<file path="src/rtl/rename_ckpt_ctrl_if.sv">
// Signal bundle between branch resolution / rename and the checkpoint controller.
// The controller attaches through the slave modport; the pipeline side uses master.
interface rename_ckpt_ctrl_if #(
    parameter int CKPT_DEPTH = 4
);
    localparam int TAGW = $clog2(CKPT_DEPTH);

    // br_alloc is a valid with no ready: it is accepted only in a cycle where
    // stall is low and no live mispredict is presented, otherwise it is dropped
    // and the rename stage must present the same branch again.
    logic            br_alloc;
    logic [6:0]      curr_pos;
    logic            list_empty;
    logic            ext_stall;
    logic            br_resolve;
    logic [TAGW-1:0] br_resolve_tag;
    logic            br_mispredict;
    logic [TAGW-1:0] br_tag;
    logic            ckpt_full;
    logic [TAGW:0]   ckpt_count;
    logic            flush;
    logic [6:0]      flush_pos;
    logic            stall;
    logic [1:0]      dbg_state;

    modport master (
        output br_alloc, curr_pos, list_empty, ext_stall,
               br_resolve, br_resolve_tag, br_mispredict,
        input  br_tag, ckpt_full, ckpt_count, flush, flush_pos, stall, dbg_state
    );

    modport slave (
        input  br_alloc, curr_pos, list_empty, ext_stall,
               br_resolve, br_resolve_tag, br_mispredict,
        output br_tag, ckpt_full, ckpt_count, flush, flush_pos, stall, dbg_state
    );
endinterface

</file>
<file path="src/rtl/rename_ckpt_ctrl.sv">
// Branch checkpoint ring for the rename free list: saves curr_pos per branch, retires in order,
// and on a mispredict drives flush/flush_pos then stalls rename. CKPT_STATS_EN adds flush_count.
module rename_ckpt_ctrl #(
    parameter int CKPT_DEPTH     = 4,
    parameter int RECOVER_CYCLES = 2
) (
    input  logic                  clk,
    input  logic                  rst_n,
    rename_ckpt_ctrl_if.slave     ckpt_if
`ifdef CKPT_STATS_EN
    ,
    output logic [15:0]           flush_count
`endif
);
    localparam int TAGW = $clog2(CKPT_DEPTH);
    localparam int RCW  = (RECOVER_CYCLES > 1) ? $clog2(RECOVER_CYCLES) : 1;
    localparam logic [TAGW:0]   CNT_ONE  = (TAGW+1)'(1);
    localparam logic [TAGW:0]   CNT_FULL = (TAGW+1)'(CKPT_DEPTH);
    localparam logic [TAGW-1:0] PTR_ONE  = TAGW'(1);

    typedef enum logic [1:0] {
        IDLE  = 2'd0,
        FLUSH = 2'd1,
        DRAIN = 2'd2
    } state_e;

    state_e                state_q, state_d;
    logic [RCW-1:0]        rcnt_q, rcnt_d;
    logic [TAGW-1:0]       head_q, head_d;
    logic [TAGW-1:0]       tail_q, tail_d;
    logic [TAGW:0]         count_q, count_d;
    logic [CKPT_DEPTH-1:0] valid_q, valid_d;
    logic [CKPT_DEPTH-1:0] done_q, done_d;
    logic [6:0]            pos_q [CKPT_DEPTH];
    logic [6:0]            pos_d [CKPT_DEPTH];
    logic                  flush_q, flush_d;
    logic [6:0]            flush_pos_q, flush_pos_d;

    logic                  full;
    logic                  stall_w;
    logic [TAGW-1:0]       rtag;
    logic                  tag_live;
    logic                  mp_live;
    logic                  ok_live;
    logic                  alloc_acc;
    logic                  retire;
    logic [TAGW-1:0]       tag_off;

    assign rtag      = ckpt_if.br_resolve_tag;
    assign full      = (count_q == CNT_FULL);
    assign stall_w   = !rst_n | (state_q != IDLE) | full | ckpt_if.list_empty | ckpt_if.ext_stall;
    assign tag_live  = valid_q[rtag];
    assign mp_live   = ckpt_if.br_resolve & ckpt_if.br_mispredict & tag_live;
    assign ok_live   = ckpt_if.br_resolve & !ckpt_if.br_mispredict & tag_live;
    assign alloc_acc = ckpt_if.br_alloc & !stall_w & !mp_live;
    // Retiring head is cancelled when the mispredicted tag is head itself.
    assign retire    = valid_q[head_q] & done_q[head_q] & !(mp_live & (rtag == head_q));
    assign tag_off   = rtag - head_q;

    always_comb begin
        head_d      = head_q;
        tail_d      = tail_q;
        count_d     = count_q;
        valid_d     = valid_q;
        done_d      = done_q;
        pos_d       = pos_q;
        flush_pos_d = flush_pos_q;

        if (retire) begin
            valid_d[head_q] = 1'b0;
            done_d[head_q]  = 1'b0;
            head_d          = head_q + PTR_ONE;
        end
        if (ok_live) begin
            done_d[rtag] = 1'b1;
        end
        if (alloc_acc) begin
            pos_d[tail_q]   = ckpt_if.curr_pos;
            valid_d[tail_q] = 1'b1;
            done_d[tail_q]  = 1'b0;
            tail_d          = tail_q + PTR_ONE;
        end
        case ({alloc_acc, retire})
            2'b10:   count_d = count_q + CNT_ONE;
            2'b01:   count_d = count_q - CNT_ONE;
            default: count_d = count_q;
        endcase

        // Entries are ordered by distance from head, so the squashed set is
        // everything at or beyond the mispredicted tag's distance.
        if (mp_live) begin
            for (int i = 0; i < CKPT_DEPTH; i++) begin
                if (TAGW'(TAGW'(i) - head_q) >= tag_off) begin
                    valid_d[i] = 1'b0;
                    done_d[i]  = 1'b0;
                end
            end
            tail_d      = rtag;
            count_d     = {1'b0, TAGW'(rtag - head_d)};
            flush_pos_d = pos_q[rtag];
        end
    end

    always_comb begin
        state_d = state_q;
        rcnt_d  = rcnt_q;
        case (state_q)
            IDLE: ;
            FLUSH: begin
                state_d = DRAIN;
                rcnt_d  = RCW'(RECOVER_CYCLES - 1);
            end
            DRAIN: begin
                if (rcnt_q == '0) state_d = IDLE;
                else              rcnt_d  = rcnt_q - RCW'(1);
            end
            default: state_d = IDLE;
        endcase
        if (mp_live) state_d = FLUSH;
        flush_d = (state_d == FLUSH);
    end

    always_ff @(posedge clk or negedge rst_n) begin
        if (!rst_n) begin
            state_q     <= IDLE;
            rcnt_q      <= '0;
            head_q      <= '0;
            tail_q      <= '0;
            count_q     <= '0;
            valid_q     <= '0;
            done_q      <= '0;
            flush_q     <= 1'b0;
            flush_pos_q <= 7'h00;
            for (int i = 0; i < CKPT_DEPTH; i++) pos_q[i] <= 7'h00;
        end else begin
            state_q     <= state_d;
            rcnt_q      <= rcnt_d;
            head_q      <= head_d;
            tail_q      <= tail_d;
            count_q     <= count_d;
            valid_q     <= valid_d;
            done_q      <= done_d;
            flush_q     <= flush_d;
            flush_pos_q <= flush_pos_d;
            pos_q       <= pos_d;
        end
    end

`ifdef CKPT_STATS_EN
    logic [15:0] flush_cnt_q;
    always_ff @(posedge clk or negedge rst_n) begin
        if (!rst_n)                                flush_cnt_q <= 16'h0000;
        else if (mp_live && flush_cnt_q != 16'hFFFF) flush_cnt_q <= flush_cnt_q + 16'd1;
    end
    assign flush_count = flush_cnt_q;
`endif

    assign ckpt_if.br_tag     = tail_q;
    assign ckpt_if.ckpt_full  = full;
    assign ckpt_if.ckpt_count = count_q;
    assign ckpt_if.flush      = flush_q;
    assign ckpt_if.flush_pos  = flush_pos_q;
    assign ckpt_if.stall      = stall_w;
    assign ckpt_if.dbg_state  = state_q;
endmodule

</file>
<file path="src/flat_wrapper.sv">
// flat-port wrapper written by rule: the top's interface ports become plain ports
module rename_ckpt_ctrl_flat 
#(
    parameter int CKPT_DEPTH     = 4,
    parameter int RECOVER_CYCLES = 2
)
  (clk, rst_n, ckpt_if_br_alloc, ckpt_if_curr_pos, ckpt_if_list_empty, ckpt_if_ext_stall, ckpt_if_br_resolve, ckpt_if_br_resolve_tag, ckpt_if_br_mispredict, ckpt_if_br_tag, ckpt_if_ckpt_full, ckpt_if_ckpt_count, ckpt_if_flush, ckpt_if_flush_pos, ckpt_if_stall, ckpt_if_dbg_state);
  rename_ckpt_ctrl_if #(.CKPT_DEPTH(CKPT_DEPTH)) ckpt_if_i ();
  input  logic clk;
  input  logic rst_n;
  input wire logic [$bits(ckpt_if_i.br_alloc)-1:0] ckpt_if_br_alloc;
  input wire logic [$bits(ckpt_if_i.curr_pos)-1:0] ckpt_if_curr_pos;
  input wire logic [$bits(ckpt_if_i.list_empty)-1:0] ckpt_if_list_empty;
  input wire logic [$bits(ckpt_if_i.ext_stall)-1:0] ckpt_if_ext_stall;
  input wire logic [$bits(ckpt_if_i.br_resolve)-1:0] ckpt_if_br_resolve;
  input wire logic [$bits(ckpt_if_i.br_resolve_tag)-1:0] ckpt_if_br_resolve_tag;
  input wire logic [$bits(ckpt_if_i.br_mispredict)-1:0] ckpt_if_br_mispredict;
  output wire logic [$bits(ckpt_if_i.br_tag)-1:0] ckpt_if_br_tag;
  output wire logic [$bits(ckpt_if_i.ckpt_full)-1:0] ckpt_if_ckpt_full;
  output wire logic [$bits(ckpt_if_i.ckpt_count)-1:0] ckpt_if_ckpt_count;
  output wire logic [$bits(ckpt_if_i.flush)-1:0] ckpt_if_flush;
  output wire logic [$bits(ckpt_if_i.flush_pos)-1:0] ckpt_if_flush_pos;
  output wire logic [$bits(ckpt_if_i.stall)-1:0] ckpt_if_stall;
  output wire logic [$bits(ckpt_if_i.dbg_state)-1:0] ckpt_if_dbg_state;
  assign ckpt_if_i.br_alloc = ckpt_if_br_alloc;
  assign ckpt_if_i.curr_pos = ckpt_if_curr_pos;
  assign ckpt_if_i.list_empty = ckpt_if_list_empty;
  assign ckpt_if_i.ext_stall = ckpt_if_ext_stall;
  assign ckpt_if_i.br_resolve = ckpt_if_br_resolve;
  assign ckpt_if_i.br_resolve_tag = ckpt_if_br_resolve_tag;
  assign ckpt_if_i.br_mispredict = ckpt_if_br_mispredict;
  assign ckpt_if_br_tag = ckpt_if_i.br_tag;
  assign ckpt_if_ckpt_full = ckpt_if_i.ckpt_full;
  assign ckpt_if_ckpt_count = ckpt_if_i.ckpt_count;
  assign ckpt_if_flush = ckpt_if_i.flush;
  assign ckpt_if_flush_pos = ckpt_if_i.flush_pos;
  assign ckpt_if_stall = ckpt_if_i.stall;
  assign ckpt_if_dbg_state = ckpt_if_i.dbg_state;
  rename_ckpt_ctrl #(.CKPT_DEPTH(CKPT_DEPTH), .RECOVER_CYCLES(RECOVER_CYCLES)) u_core (.clk(clk), .rst_n(rst_n), .ckpt_if(ckpt_if_i));
endmodule
</file>
<file path="config.mk">
export PLATFORM = sky130hd
export DESIGN_NAME = rename_ckpt_ctrl_flat
export DESIGN_NICKNAME = d
export VERILOG_FILES = /design/src/rtl/rename_ckpt_ctrl_if.sv /design/src/rtl/rename_ckpt_ctrl.sv /design/src/flat_wrapper.sv
export SDC_FILE = /design/constraint.sdc
export NUM_CORES = 1
export LEC_CHECK = 0
export ABC_AREA = 0
export CORE_ASPECT_RATIO = 1.25
export CORE_MARGIN = 2
export CORE_UTILIZATION = 43
export CTS_BUF_LIST = sky130_fd_sc_hd__clkbuf_8
export DETAILED_ROUTE_END_ITERATION = 10
export GPL_ROUTABILITY_DRIVEN = 0
export PLACE_DENSITY = 0.64
export SETUP_SLACK_MARGIN = 0.1
export SYNTH_ARGS = -nofsm -noshare
export SYNTH_HDL_FRONTEND = slang
export SYNTH_SLANG_ARGS = --single-unit
</file>
<file path="constraint.sdc">
create_clock -name clk -period 2.7 [get_ports clk]
set_input_delay 0.54 -clock clk [delete_from_list [all_inputs] [get_ports clk]]
set_output_delay 0.54 -clock clk [all_outputs]
set_load 0.02 [all_outputs]
</file>
# Word level (Yosys, flattened, before mapping)
# Cells that the tools add are included.
# classes
n_addsub	11
n_lt_le_gt_ge	13
n_eq_ne	7
n_mux	43
n_bitwise	22
reduce_logical	14
# op_table
cell	count
28-bit bitwise mux	1
4-bit two-way mux	7
7-bit two-way mux	3
1-bit two-way mux	15
7-bit binary-select mux with 2-bit select	1
7-bit demux with 2-bit select	1
4-bit bitwise AND	3
2-bit two-way mux	5
1-bit bitwise AND	9
2-bit by 3-bit less-than comparator with 1-bit output, second input constant	3
2-bit greater-or-equal comparator	4
4-bit NOT	2
4-bit bitwise OR	2
1-bit binary-select mux with 2-bit select	3
1-bit demux with 2-bit select	3
2-bit by 1-bit equality test with 1-bit output, second input constant	3
2-bit by 1-bit greater-or-equal comparator with 1-bit output, second input constant	3
3-bit greater-or-equal comparator, second input constant	2
2-bit NOT with 3-bit output	2
2-bit one-hot mux with 3 select lines	1
3-bit one-hot mux with 2 select lines	1
2-bit nonzero test	3
1-bit zero test	5
2-bit by 1-bit adder with 2-bit output, second input constant	2
other kinds (16)	26
# totals
regBits	54
inputBits	16
output_inout_bits	17
word_cells	123

# Depth between registers and ports, before layout
# Gate-level depths: netlist of run 1.
# depth
ltp_word	13
depth_mapped	13

# Worst setup path before layout of run 1
# Ideal clock, no wire load.
# synth_path
path_type	input -> register
startpoint	input ckpt_if_br_mispredict
endpoint	register u_core.count_q[1], in the netlist u_core.ckpt_if.ckpt_count[1]
setup_ns	0.077
arrival_ns	2.720
t_required_ns	2.623
path_slack_ns	-0.096
cell_stages	12
path_buffers	1
path_cell_list	buf_2 nand2_1 nor3_4 o211ai_2 a32oi_4 inv_2 ha_1 inv_1 fa_1 o21ai_0 nand2_1 o21ai_1
# synth_between
elab_chain_cells	8
elab_cells_between_ends	14
cone_classes	add/sub (1); eq/ne (2); mux (3); bitwise (5); reduce/logical (3)
# synth_rtl
element	line_no	text
start: declaration	flat_wrapper.sv:17	input wire logic [$bits(ckpt_if_i.br_mispredict)-1:0] ckpt_if_br_mispredict;
1-bit bitwise AND * (2 in a row)	rename_ckpt_ctrl.sv:53	assign mp_live = ckpt_if.br_resolve & ckpt_if.br_mispredict & tag_live;
1-bit bitwise AND	rename_ckpt_ctrl.sv:57	assign retire = valid_q[head_q] & done_q[head_q] & !(mp_live & (rtag == head_q));
1-bit zero test	rename_ckpt_ctrl.sv:57	
1-bit bitwise AND	rename_ckpt_ctrl.sv:57	
2-bit two-way mux (tied with other cells)	rename_ckpt_ctrl.sv:69	if (retire) begin
2-bit subtractor or 3-bit one-hot mux with 2 select lines (tied branches)	rename_ckpt_ctrl.sv:99, rename_ckpt_ctrl.sv:83	
3-bit two-way mux	rename_ckpt_ctrl.sv:91	if (mp_live) begin
end signal: assignment	rename_ckpt_ctrl.sv:140	count_q <= count_d;
end: declaration	rename_ckpt_ctrl.sv:31	logic [TAGW:0] count_q, count_d;
# Every way passes the cells marked *; elsewhere a longest branch is shown, timed or not.
# A chain may end at the register's enable or synchronous reset.

# Worst setup path after layout of run 1
# layout_path
startpoint	input ckpt_if_br_resolve
endpoint	register u_core.count_q[1], in the netlist u_core.ckpt_if.ckpt_count[1]
# layout_between
elab_chain_cells	8
elab_cells_between_ends	14
cone_classes	add/sub (1); eq/ne (2); mux (3); bitwise (5); reduce/logical (3)
# layout_rtl
element	line_no	text
start: declaration	flat_wrapper.sv:15	input wire logic [$bits(ckpt_if_i.br_resolve)-1:0] ckpt_if_br_resolve;
1-bit bitwise AND * (2 in a row)	rename_ckpt_ctrl.sv:53	
1-bit bitwise AND	rename_ckpt_ctrl.sv:57	
1-bit zero test	rename_ckpt_ctrl.sv:57	
1-bit bitwise AND	rename_ckpt_ctrl.sv:57	
2-bit two-way mux (tied with other cells)	rename_ckpt_ctrl.sv:69	
2-bit subtractor or 3-bit one-hot mux with 2 select lines (tied branches)	rename_ckpt_ctrl.sv:99, rename_ckpt_ctrl.sv:83	
3-bit two-way mux	rename_ckpt_ctrl.sv:91	
# Marks and branches as above.

==> results of run 1 <==
worst max-delay path by stage:
stage / startpoint / depth (start not counted) / to
5_1_grt: ckpt_if_br_mispredict / 11 / u_core.ckpt_if.ckpt_count[1]
6_report: ckpt_if_br_resolve / 12 / u_core.ckpt_if.ckpt_count[1]
4_1_cts: ckpt_if_br_resolve_tag[1] / 13 / u_core.ckpt_if.ckpt_count[2]
3_3_place_gp: ckpt_if_br_resolve_tag[1] / 13 / u_core.ckpt_if.ckpt_count[2]
2_1_floorplan: ckpt_if_br_resolve_tag[1] / 13 / u_core.ckpt_if.ckpt_count[2]
3_5_place_dp: ckpt_if_br_resolve_tag[1] / 13 / u_core.ckpt_if.ckpt_count[2]
cell usage in the layout (no fill, tap or decap), types with 6 or more instances in the layout:
cell type        netlist  final
dfrtp_1               54     54
nor2_1                15     15
buf_4                  0     34
mux2_2                34     34
a21oi_1               12     10
inv_1                 19     18
ha_1                  19     17
nand2_1                9      8
o21ai_0               13     10
clkdlybuf4s50_1        0     28
xnor2_1                6      6
mux4_2                 7      7
metal layers:
| layer | share of wire | global-route usage | wire length (um) |
|---|---|---|---|
| met1 | 0.46 | 0.2595 | 2966 |
| met3 | 0.023 | 0.02323 | 149 |
| met4 | 0.015 | 0.06101 | 100 |
| met2 | 0.50 | 0.3037 | 3265 |
| met5 | 0 | 0 | 0 |
per-stage QoR:
stage,cells,hold WS [ns]
2_1_floorplan,249,0.2444
3_3_place_gp,398,0.4730
3_5_place_dp,398,0.4872
4_1_cts,408,0.4962
5_1_grt,408,0.5256
6_report,408,0.4557
repair_timing:
| item | 4_1_cts | 5_1_grt |
|---|---|---|
| gates cloned | 0 | 0 |
| pin swaps | 7 | 5 |
| endpoints found under the setup margin | 8 | 3 |
| endpoints found under the hold margin | 0 | 0 |
| buffers inserted | 2 | 0 |
| resized for setup | 13 | 7 |
report_power, final:
group / internal [W] / switching (W)
logic: 0.000665 / 0.000536
clock network: 0.000274 / 0.000277
registers: 0.00107 / 0.000171
total: 0.00201 / 0.000984
registers in the layout (all words and copies together), names as in the netlist:
signal,cells
u_core.done_q,4
u_core.valid_q,4
u_core.ckpt_if.flush_pos,7
u_core.pos_q,28
u_core.rcnt_q,1
u_core.head_q,2
u_core.ckpt_if.br_tag,2
u_core.ckpt_if.dbg_state,2
u_core.ckpt_if.ckpt_count,3
u_core.ckpt_if.flush,1
cell type report:
class / count / area [um^2]
Timing Repair Buffer: 68 / 589.3
Fill cell: 637 / 3043
Tap cell: 90 / 112.6
Inverter: 20 / 75.07
Clock buffer: 5 / 68.82
Multi-Input combinational cell: 168 / 1610
Sequential cell: 54 / 1351
Clock inverter: 3 / 41.29
worst max-delay path: cells and delay by family:
family	cells	cell delay, ns
and+or+nand+nor	3	0.41
buffers and inverters	3	0.62
adders and majority gates	2	0.58
AOI/OAI and AO/OA	4	0.56
logic make-up (layout without fill, tap and decap cells):
family	after synthesis	in the layout	synth area share
flip-flops	54	54	0.4485
multiplexers	45	45	0.1948
adder cells (fa/ha/maj)	22	22	0.09884
buffers and inverters	27	96	0.03737
AND/OR/NAND/NOR	49	49	0.09136
XOR/XNOR	8	8	0.02326
AO/OA/AOI/OAI	44	44	0.1059
==> impl_metrics.ini, run 1 <==
[run_status]
status = complete, no violations

[worst_setup_path]
endpoint_kind = flip-flop
crit_fanout = 3
r2r_cells = 12
r2r_end = u_core.ckpt_if.ckpt_count[1]
worst_ep_required_time_ns = 2.94
cpPeakStageDelay_ns = 0.49
crit_slowest_cell = clkdlybuf4s50_1
path_cells = clkdlybuf4s50_1 > nand2_2 > nor3b_4 > o211ai_1 > a32oi_4 > inv_2 > ha_4 > inv_2 > fa_2 > o21ai_1 > nand2_1 > o21ai_1
rrSetupSlack_ns = 0.31
critPathArrivalTime_ns = 2.72
reg2reg_from = u_core.ckpt_if.dbg_state[1]
start_kind = input pin
critPathKind = input pin to flip-flop

[clock_network]
cts_tree = built
cts_htree_levels = 2
cts_max_path_buffers = 2
cts-root-buf = clkbuf_8
cts_buffers = 5
clock_latency_ns = 0.30
cts_hold_buf = 0
cts.clk_slew.worst_paths_ns = 0.10
cts.sinks = 54

[sta]
fin_skew_ns = 0.003907
setup_ws_ns = 0.2207
final-hold-violation-count = 0
rsz0062_at_grt = true
finalWorstPathRequiredPeriod_ns = 2.479
finalSetupTns_ns = 0
maxSlewViolCount = 0
max_slew_margin = 0.5359
fmax_ghz = 0.4033
post-route-period-util = 0.9182
worst_pin_slew_ns = 0.6962
setup_viol = 0

[grt]
grt_max_degree = 55
overflow = 0
grt_pass1_wl_mm = 11.19
grtUsageTotal = 0.1867
antenna_found_initial = 0
first_global_vias = 2218

[synth]
yosysSeqAreaShare = 0.4485
synth_area_per_cell_um2 = 12.10
synth_cells = 249
ys_async_sr_fraction = 1.000
ys_top_cells_by_count = dfrtp_1 (54), mux2_2 (34), ha_1 (19), inv_1 (19), nor2_1 (15)
synthTopCellsByArea = dfrtp_1 (45%), mux2_2 (13%), ha_1 (7.9%)
synthDistinctLibCells = 44
syn-num-nets = 287
synth_top_area_frac = 0.4485
ys.flop_type = dfrtp_1
synth-seq-cells = 54
yosysWarningCount = 0
post-synth-top-count-cell = dfrtp_1
synth_edf_count = 0
synth.cell_area_um2 = 3013
synth_top_area_cell = dfrtp_1

[detailed_routing]
drtPass1Iterations = 4
ant_nets = 0
dr_total_vias = 2092
wirelength_mm = 6.482
drtIter0Drc = 119
drcViolationCount = 0
viasPerCell = 5.127
wl_per_cell_um = 15.89

[floorplan]
io_pins = 33
die_area_um2 = 7697
fp.coreArea_um2 = 6892
die_h_um = 97.59
rows = 34
initial_utilization = 0.4372
die_w_um = 78.87

[placement]
place_ws_ns = -0.4546
portBuffers = 32
hpwl_mm = 4.729
place_area_um2 = 3676

[final_layout]
area_growth_syn_to_layout_pct = 27.74
final_util = 0.5585
n_antenna_cell = 0
nNetsFinal = 355
stdcell_area_um2 = 3849
drive_above_1_share = 0.3522

[min_path]
holdCritPathClass = input pin to async pin

[power]
power_density_nw_per_um2 = 778.6
power.total_w = 0.002997
ir_drop_mv = 0.4228
p_leak_nw = 1.776

[flow_run]
cap_violations = 0
Note: power is estimated with default switching activity, not from simulation.
==> run 2: changes to the inputs <==
CAP_MARGIN = 0   (was default)
PLACE_DENSITY = default   (was 0.64)
PLACE_DENSITY_LB_ADDON = 0.1   (was default)
==> run 2 against run 1 <==
- highest routed layer unchanged
- final area rose by 0.26%
- die area did not move
- hold slack got worse by 0.11 ns
- sequential power barely moved
- global-route usage fell by 0.56 points
- total power fell by 0.12%
- first-iteration DRC count rose by 27%
==> impl_metrics.ini, run 2 (synthesized netlist as in run 1, its figures left out) <==
[run_status]
status = complete, no violations

[worst_setup_path]
path_cells = or3b_2 > inv_1 > clkdlybuf4s50_1
crit_family = buffers and inverters
critPathKind = flip-flop to output pin
endpoint_kind = output pin
critPathArrivalTime_ns = 1.92
crit_fanout = 4
crit_slowest_cell = clkdlybuf4s50_1
worst_ep_required_time_ns = 2.16
start_kind = flip-flop
r2r_cells = 12
cpPeakStageDelay_ns = 0.59
path_depth = 3
path_buf_inv = 2

[grt]
overflow = 0
grtUsageTotal = 0.1810
grt_max_degree = 55
first_global_vias = 2149
grt_pass1_wl_mm = 10.80
antenna_found_initial = 0

[final_layout]
nFillCells = 611
area_growth_syn_to_layout_pct = 28.07
layout_commonest_cell = dfrtp_1
nNetsFinal = 355
layout_common_cells = dfrtp_1 (54), mux2_2 (34), buf_4 (34)
multi_input_comb_area_um2 = 1605
n_antenna_cell = 0
top_register = u_core.pos_q
largest_register_ffs = 28
register_area_um2 = 1351
final_cell_count_no_fill = 408
drive_above_1_share = 0.3585

[clock_network]
cts_tree = built
cts.clk_slew.worst_paths_ns = 0.11
cts_max_path_buffers = 2
cts_buffers = 5
cts.sinks = 54
cts-root-buf = clkbuf_8
clock_latency_ns = 0.31
cts_htree_levels = 2

[floorplan]
fp.coreArea_um2 = 6892
die_h_um = 97.59
die_area_um2 = 7697
initial_utilization = 0.4372
io_pins = 33
rows = 34
die_w_um = 78.87

[sta]
post-route-period-util = 0.9112
fin_skew_ns = 0.01001
maxSlewViolCount = 0
final-hold-violation-count = 0
hold_slack_ns = 0.3499
worst_pin_slew_ns = 0.6934
rsz0062_at_grt = false
max_slew_margin = 0.5377
fmax_ghz = 0.4065
setup_viol = 0
setup_ws_ns = 0.2398
finalWorstPathRequiredPeriod_ns = 2.460

[detailed_routing]
drcViolationCount = 0
drtIter0Drc = 151
wirelength_mm = 6.665
ant_nets = 0
wl_per_cell_um = 16.34
dr_total_vias = 2187
drtPass1Iterations = 4
viasPerCell = 5.360

[flow_run]
cap_violations = 0

[power]
p_leak_nw = 1.797
ir_drop_mv = 0.4138
power_density_nw_per_um2 = 775.7

[placement]
portBuffers = 32
hpwl_mm = 4.803
dp_cells = 396
place_ws_ns = -0.4604

[min_path]
holdCritPathClass = input pin to async pin
==> run 2: through the flow <==
step / instance area (um^2) / setup TNS [ns] / utilization / power [W]
final: 3859 / 0 / 0.5599 / 0.002993
after global routing: 3859 / 0 / 0.5599 / 0.003186
after CTS: 3786 / 0 / 0.5494 / 0.003001
after detailed placement: 3661 / -3.367 / 0.5312 / 0.002419
after global placement: 3661 / -2.680 / 0.5312 / 0.002385
after floorplan: 3042 / 0 / - / 0.001951
==> run 2: per-layer routing <==
metal | vias to the layer above | routed length (um) | GRT usage
li1 | 1017 | - | -
met1 | 1119 | 3009 | 0.2436
met2 | 43 | 3290 | 0.3005
met3 | 8 | 247 | 0.02788
met4 | 0 | 118 | 0.05570
met5 | - | 0 | 0
==> run 2: layout make-up <==
type,count,share of cell area
Clock buffer,5,0.01783
Clock inverter,3,0.01232
Inverter,20,0.01946
Multi-Input combinational cell,168,0.4160
Sequential cell,54,0.3502
Tap cell,90,0.02918
Timing Repair Buffer,68,0.1550
==> run 2: what timing repair did <==
item | CTS | global route
hold buffers | 0 | 0
buffers inserted | 1 | 3
gates resized for setup | 4 | 15
pin swaps | 3 | 9
endpoints found under the setup margin | 5 | 7
==> run 2: final timing paths <==
kind / from / slack (ns) / to
max: u_core.ckpt_if.ckpt_count[0] / 0.24 / ckpt_if_ckpt_full
min: rst_n / 0.35 / u_core.ckpt_if.ckpt_count[0]
max reg2reg: u_core.ckpt_if.dbg_state[0] / 0.26 / u_core.ckpt_if.ckpt_count[1]
min reg2reg: u_core.pos_q[12] / 0.51 / u_core.pos_q[12]
max in group asynchronous: rst_n / 1.87 / u_core.pos_q[17]
min in group clk: u_core.pos_q[12] / 0.51 / u_core.pos_q[12]
==> run 2: power breakdown <==
| group | internal, W | switching, W | leakage [nW] | total [W] |
|---|---|---|---|---|
| clock network | 0.000282 | 0.000292 | 0.0587 | 0.000574 |
| registers | 0.00107 | 0.000175 | 0.701 | 0.00125 |
| logic | 0.000636 | 0.000534 | 1.04 | 0.00117 |
